**config.mk**
```make
export PLATFORM = sky130hd
export DESIGN_NAME = regf_wr_arbiter
export DESIGN_NICKNAME = d
export VERILOG_FILES = /design/src/rtl/regf_wr_arbiter.sv
export SDC_FILE = /design/constraint.sdc
export NUM_CORES = 1
export LEC_CHECK = 0
export ABC_CLOCK_PERIOD_IN_PS = 11100
export CAP_MARGIN = 10
export CORE_AREA = 2 2 76 97
export DETAILED_ROUTE_END_ITERATION = 12
export DIE_AREA = 0 0 78 99
export DONT_BUFFER_PORTS = 1
export PLACE_DENSITY_LB_ADDON = 0.25
export SYNTH_ARGS = -nofsm -noshare
export SYNTH_HDL_FRONTEND = slang
export SYNTH_SLANG_ARGS = --single-unit
```
**constraint.sdc**
```tcl
create_clock -name clk -period 11.1 [get_ports clk]
set_input_delay 1.665 -clock clk [delete_from_list [all_inputs] [get_ports clk]]
set_output_delay 1.665 -clock clk [all_outputs]
set_load 0.01 [all_outputs]
```
**src/rtl/regf_wr_arbiter.sv**
```systemverilog
// rtl/regf_wr_arbiter.sv - round-robin two-port write scheduler for the 8-entry register file
// Optional grant/conflict statistics counters are enabled by defining REGF_WR_ARB_STATS_EN.
module regf_wr_arbiter #(
    parameter int NREQ = 4,
    parameter int AW   = 3,
    parameter int DW   = 8
) (
    input  logic                 clk,
    input  logic                 rst,
    input  logic [NREQ-1:0]      req_valid,
    input  logic [NREQ*AW-1:0]   req_addr,
    input  logic [NREQ*DW-1:0]   req_data,
    output logic [NREQ-1:0]      req_ready,
    output logic                 wr0,
    output logic [AW-1:0]        Addr0,
    output logic [DW-1:0]        Din0,
    output logic                 wr1,
    output logic [AW-1:0]        Addr1,
    output logic [DW-1:0]        Din1,
`ifdef REGF_WR_ARB_STATS_EN
    output logic [15:0]          grant_cnt,
    output logic [15:0]          conflict_cnt,
`endif
    output logic                 busy
);

    localparam int PW = (NREQ > 1) ? $clog2(NREQ) : 1;

    logic [PW-1:0] r_rr_ptr;
    logic          r_wr0, r_wr1;
    logic [AW-1:0] r_addr0, r_addr1;
    logic [DW-1:0] r_din0, r_din1;

    logic [AW-1:0] w_addr [NREQ];
    logic [DW-1:0] w_data [NREQ];
    logic [PW-1:0] w_scan [NREQ];
    logic          w_a_found, w_b_found, w_conflict;
    logic [PW-1:0] w_a_idx, w_b_idx, w_last_idx, w_ptr_nxt;
    logic [NREQ-1:0] w_ready;

    always_comb begin
        for (int k = 0; k < NREQ; k++) begin
            w_addr[k] = req_addr[k*AW +: AW];
            w_data[k] = req_data[k*DW +: DW];
            w_scan[k] = PW'((int'(r_rr_ptr) + k) % NREQ);
        end
    end

    // Requesters matching port 0's address are skipped so the two ports never collide.
    always_comb begin
        w_a_found  = 1'b0;
        w_b_found  = 1'b0;
        w_conflict = 1'b0;
        w_a_idx    = '0;
        w_b_idx    = '0;
        w_ready    = '0;
        for (int k = 0; k < NREQ; k++) begin
            if (!rst && req_valid[w_scan[k]]) begin
                if (!w_a_found) begin
                    w_a_found = 1'b1;
                    w_a_idx   = w_scan[k];
                end else if (w_addr[w_scan[k]] == w_addr[w_a_idx]) begin
                    w_conflict = 1'b1;
                end else if (!w_b_found) begin
                    w_b_found = 1'b1;
                    w_b_idx   = w_scan[k];
                end
            end
        end
        if (w_a_found) w_ready[w_a_idx] = 1'b1;
        if (w_b_found) w_ready[w_b_idx] = 1'b1;
    end

    assign w_last_idx = w_b_found ? w_b_idx : w_a_idx;
    assign w_ptr_nxt  = (w_last_idx == PW'(NREQ - 1)) ? '0 : w_last_idx + PW'(1);

    always_ff @(posedge clk) begin
        if (rst) begin
            r_rr_ptr <= '0;
            r_wr0    <= 1'b0;
            r_wr1    <= 1'b0;
            r_addr0  <= '0;
            r_addr1  <= '0;
            r_din0   <= '0;
            r_din1   <= '0;
        end else begin
            r_wr0 <= w_a_found;
            r_wr1 <= w_b_found;
            if (w_a_found) begin
                r_addr0  <= w_addr[w_a_idx];
                r_din0   <= w_data[w_a_idx];
                r_rr_ptr <= w_ptr_nxt;
            end
            if (w_b_found) begin
                r_addr1 <= w_addr[w_b_idx];
                r_din1  <= w_data[w_b_idx];
            end
        end
    end

`ifdef REGF_WR_ARB_STATS_EN
    logic [15:0] r_grant_cnt, r_conflict_cnt;
    logic [16:0] w_grant_sum;

    assign w_grant_sum = {1'b0, r_grant_cnt} + {15'd0, w_a_found} + {15'd0, w_b_found};

    always_ff @(posedge clk) begin
        if (rst) begin
            r_grant_cnt    <= '0;
            r_conflict_cnt <= '0;
        end else begin
            r_grant_cnt <= w_grant_sum[16] ? 16'hFFFF : w_grant_sum[15:0];
            if (w_conflict && r_conflict_cnt != 16'hFFFF)
                r_conflict_cnt <= r_conflict_cnt + 16'd1;
        end
    end

    assign grant_cnt    = r_grant_cnt;
    assign conflict_cnt = r_conflict_cnt;
`endif

    assign req_ready = w_ready;
    assign busy      = |(req_valid & ~w_ready);
    assign wr0       = r_wr0;
    assign Addr0     = r_addr0;
    assign Din0      = r_din0;
    assign wr1       = r_wr1;
    assign Addr1     = r_addr1;
    assign Din1      = r_din1;

endmodule
```
==> qor.yml <==
synth_most_common_cell: "nand2_1"
ant_nets: 0
dpl-instance-area_sq_um: 3008
drtIter0Drc: 161
die_area_sq_um: 7722
cpLargestDelayFamily: "compound AO/OA/AOI/OAI gates"
ctsLongestPathBuffers: 2
async_flop_share_pct: 0
startpoint: "req_valid[3]"
synth_area_leaders: "dfxtp_1 (17%), mux4_2 (16%), mux2i_1 (14%), nand2_1 (6.8%), o221ai_2 (5.0%)"
run_status: "complete, no violations"
port_buffers: 0
antenna_found_initial: 0
start_kind: "input port"
hold_buffers: 0
num_antenna_cells: 0
yosysTopAreaCellShare_pct: 17.45
synth_ff_type: "dfxtp_1"
rsz0062_at_grt: "no"
grt_first_pass_wirelength_um: 13660
required_ps: 9440
cap_violations: 0
preCtsSetupSlack_ps: 3902
finalClockSkew_ps: 2.930
grt_pass1_vias: 2640
finalInstanceArea_sq_um: 3079
synthDistinctLibCells: 67
synthTopCellsByCount: "nand2_1 (54), mux2i_1 (41), dfxtp_1 (26), mux4_2 (21), a21oi_1 (19)"
holdCritPathClass: "register to register"
root_buffer: "clkbuf_8"
die_h_um: 99
gp_congestion: 0.8692
cts.sinks: 26
synth_edf_count: 0
syn_area_per_cell_sq_um: 9.122
path_clk_slew_ps: 100
grt_use_total_pct: 21.74
drv_slew: 0
worst_slack_ps: 3916
drive_above_1_share_pct: 20.06
start_util_pct: 43.82
cts_resized: 0
fp.dieW_um: 78
vias: 2564
place_hpwl_um: 6059
yosysSeqAreaShare_pct: 17.45
nFillCells: 661
p_total_uw: 966.8
path_max_fanout: 31
insertion_delay_ps: 270
cp_slowest_cell: "o41ai_4"
final_util_pct: 45.24
overflow: 0
io_pins: 79
cts_buffers: 3
slowest_delay_ps: 470
netlist_instances: 327
cts_tree: "yes"
htree_levels: 1
row_count: 34
setup_tns_ps: 0
hold_violations: 0
max_slew_margin_pct: 34.38
critical_path.cell_chain: "mux2i_2 > nand2_1 > nand3_1 > inv_1 > ha_1 > mux4_2 > xnor2_1 > a311oi_4 > o41ai_4 > nand4_1 > o211ai_4 > buf_4 > o221ai_1 > o21ai_0 > o2111ai_1"
routed_wl_um: 8228
ir_drop_mv: 0.1308
power_per_cell_area_nw_per_um2: 314.0
final_nets: 361
synth_area_sq_um: 2983
core_sq_um: 6807
arrival_ps: 5520
synth_top_area_cell: "dfxtp_1"
grt_max_degree: 32
crit_type: "input port to output port"
wl_per_cell_um: 20.62
drc_errors: 0
cts_setup_buffers: 0
ys_ff_latch: 26
path_buf_inv: 2
power.static_leakage_nw: 1.064
dr.pass1.iters: 4
end_kind: "output port"
yosysWarnings: 0
setup_viol: 0
syn2layout_area_growth_pct: 3.230
via_per_inst: 6.426
r2r-start: "r_rr_ptr[0]"
finalCritPeriodShare_pct: 64.72
layout_min_cycle_time_ps: 7184
timing.fmax_ghz: 0.1392
syn_nets: 378
tightest_slew_ps: 982.3
hold_start: "Din0[6]"
worst paths after layout:
kind                                     to  slack (ps)  depth (start not counted)
worst min-delay path                Din0[6]         500                          2
worst max register to register  r_rr_ptr[1]        6560                         13
worst max-delay path                   busy        3920                         15
worst min register to register      Din0[6]         500                          2
kinds of logic after synthesis:
| kind of cell | Yosys count | synth area share, % |
|---|---|---|
| AO/OA/AOI/OAI | 83 | 24.66 |
| XOR/XNOR | 14 | 4.363 |
| adder cells (fa/ha/maj) | 1 | 0.4194 |
| buffers and inverters | 40 | 6.375 |
| flip-flops | 26 | 17.45 |
| multiplexers | 68 | 31.96 |
| AND/OR/NAND/NOR | 95 | 14.77 |
worst min-delay path, stage by stage, from the launching register on:
cell and delay [ps]:
dfxtp_1 350, nand2_1 60, a21oi_1 50
routing by layer:
| layer | track usage (%) | routed length, um | up-vias |
|---|---|---|---|
| met3 | 3.388 | 545 | 11 |
| li1 | - | - | 1204 |
| met2 | 37.60 | 4216 | 89 |
| met4 | 6.208 | 132 | 0 |
| met1 | 28.02 | 3333 | 1260 |
| met5 | 0 | 0 | - |
stage by stage:
stage / hold WS, ps / std cells
final: 496.8 / 399
after global routing: 524.1 / 399
after CTS: 500.4 / 399
after detailed placement: 488.1 / 395
after global placement: 483.4 / 395
after floorplan: 476.1 / 327
state kept, by name, indices dropped and copies added (netlist names):
| name | cells |
|---|---|
| Addr1 | 3 |
| Din0 | 8 |
| wr0 | 1 |
| r_rr_ptr | 2 |
| wr1 | 1 |
| Addr0 | 3 |
| Din1 | 8 |
cells in the final DEF (no fill, tap or decap), types with 3 or more instances in the layout:
master	Yosys	routed
a211oi_1	3	3
a21oi_1	19	19
a31oi_1	3	3
and2_1	3	3
buf_4	2	6
clkbuf_8	0	3
dfxtp_1	26	26
inv_1	9	9
mux2_2	4	4
mux2i_1	41	41
mux4_2	21	21
nand2_1	54	54
nand3_1	4	4
nand4_1	3	3
nor2_1	11	11
nor3_1	3	3
o211ai_1	7	7
o21a_1	4	4
o21ai_0	4	4
o21ai_1	4	3
o221ai_1	6	6
o221ai_2	10	10
xnor2_1	9	9
xor2_1	4	4
cell type report:
cell class / instances / area (sq um) / area share [%]
flip-flops and latches: 26 / 520.5 / 16.90
inverters: 12 / 45.04 / 1.463
multi-input cells: 261 / 2285 / 74.20
clock buffers: 3 / 41.29 / 1.341
repair buffers: 6 / 45.04 / 1.463
well taps: 90 / 112.6 / 3.657
clock inverters: 1 / 30.03 / 0.9752
power breakdown:
part | switching [mW] | total [mW] | internal [mW]
logic | 0.397 | 0.703 | 0.306
registers | 0.0477 | 0.184 | 0.136
clock network | 0.0320 | 0.0803 | 0.0482
Power figures use the tool's default switching activity.
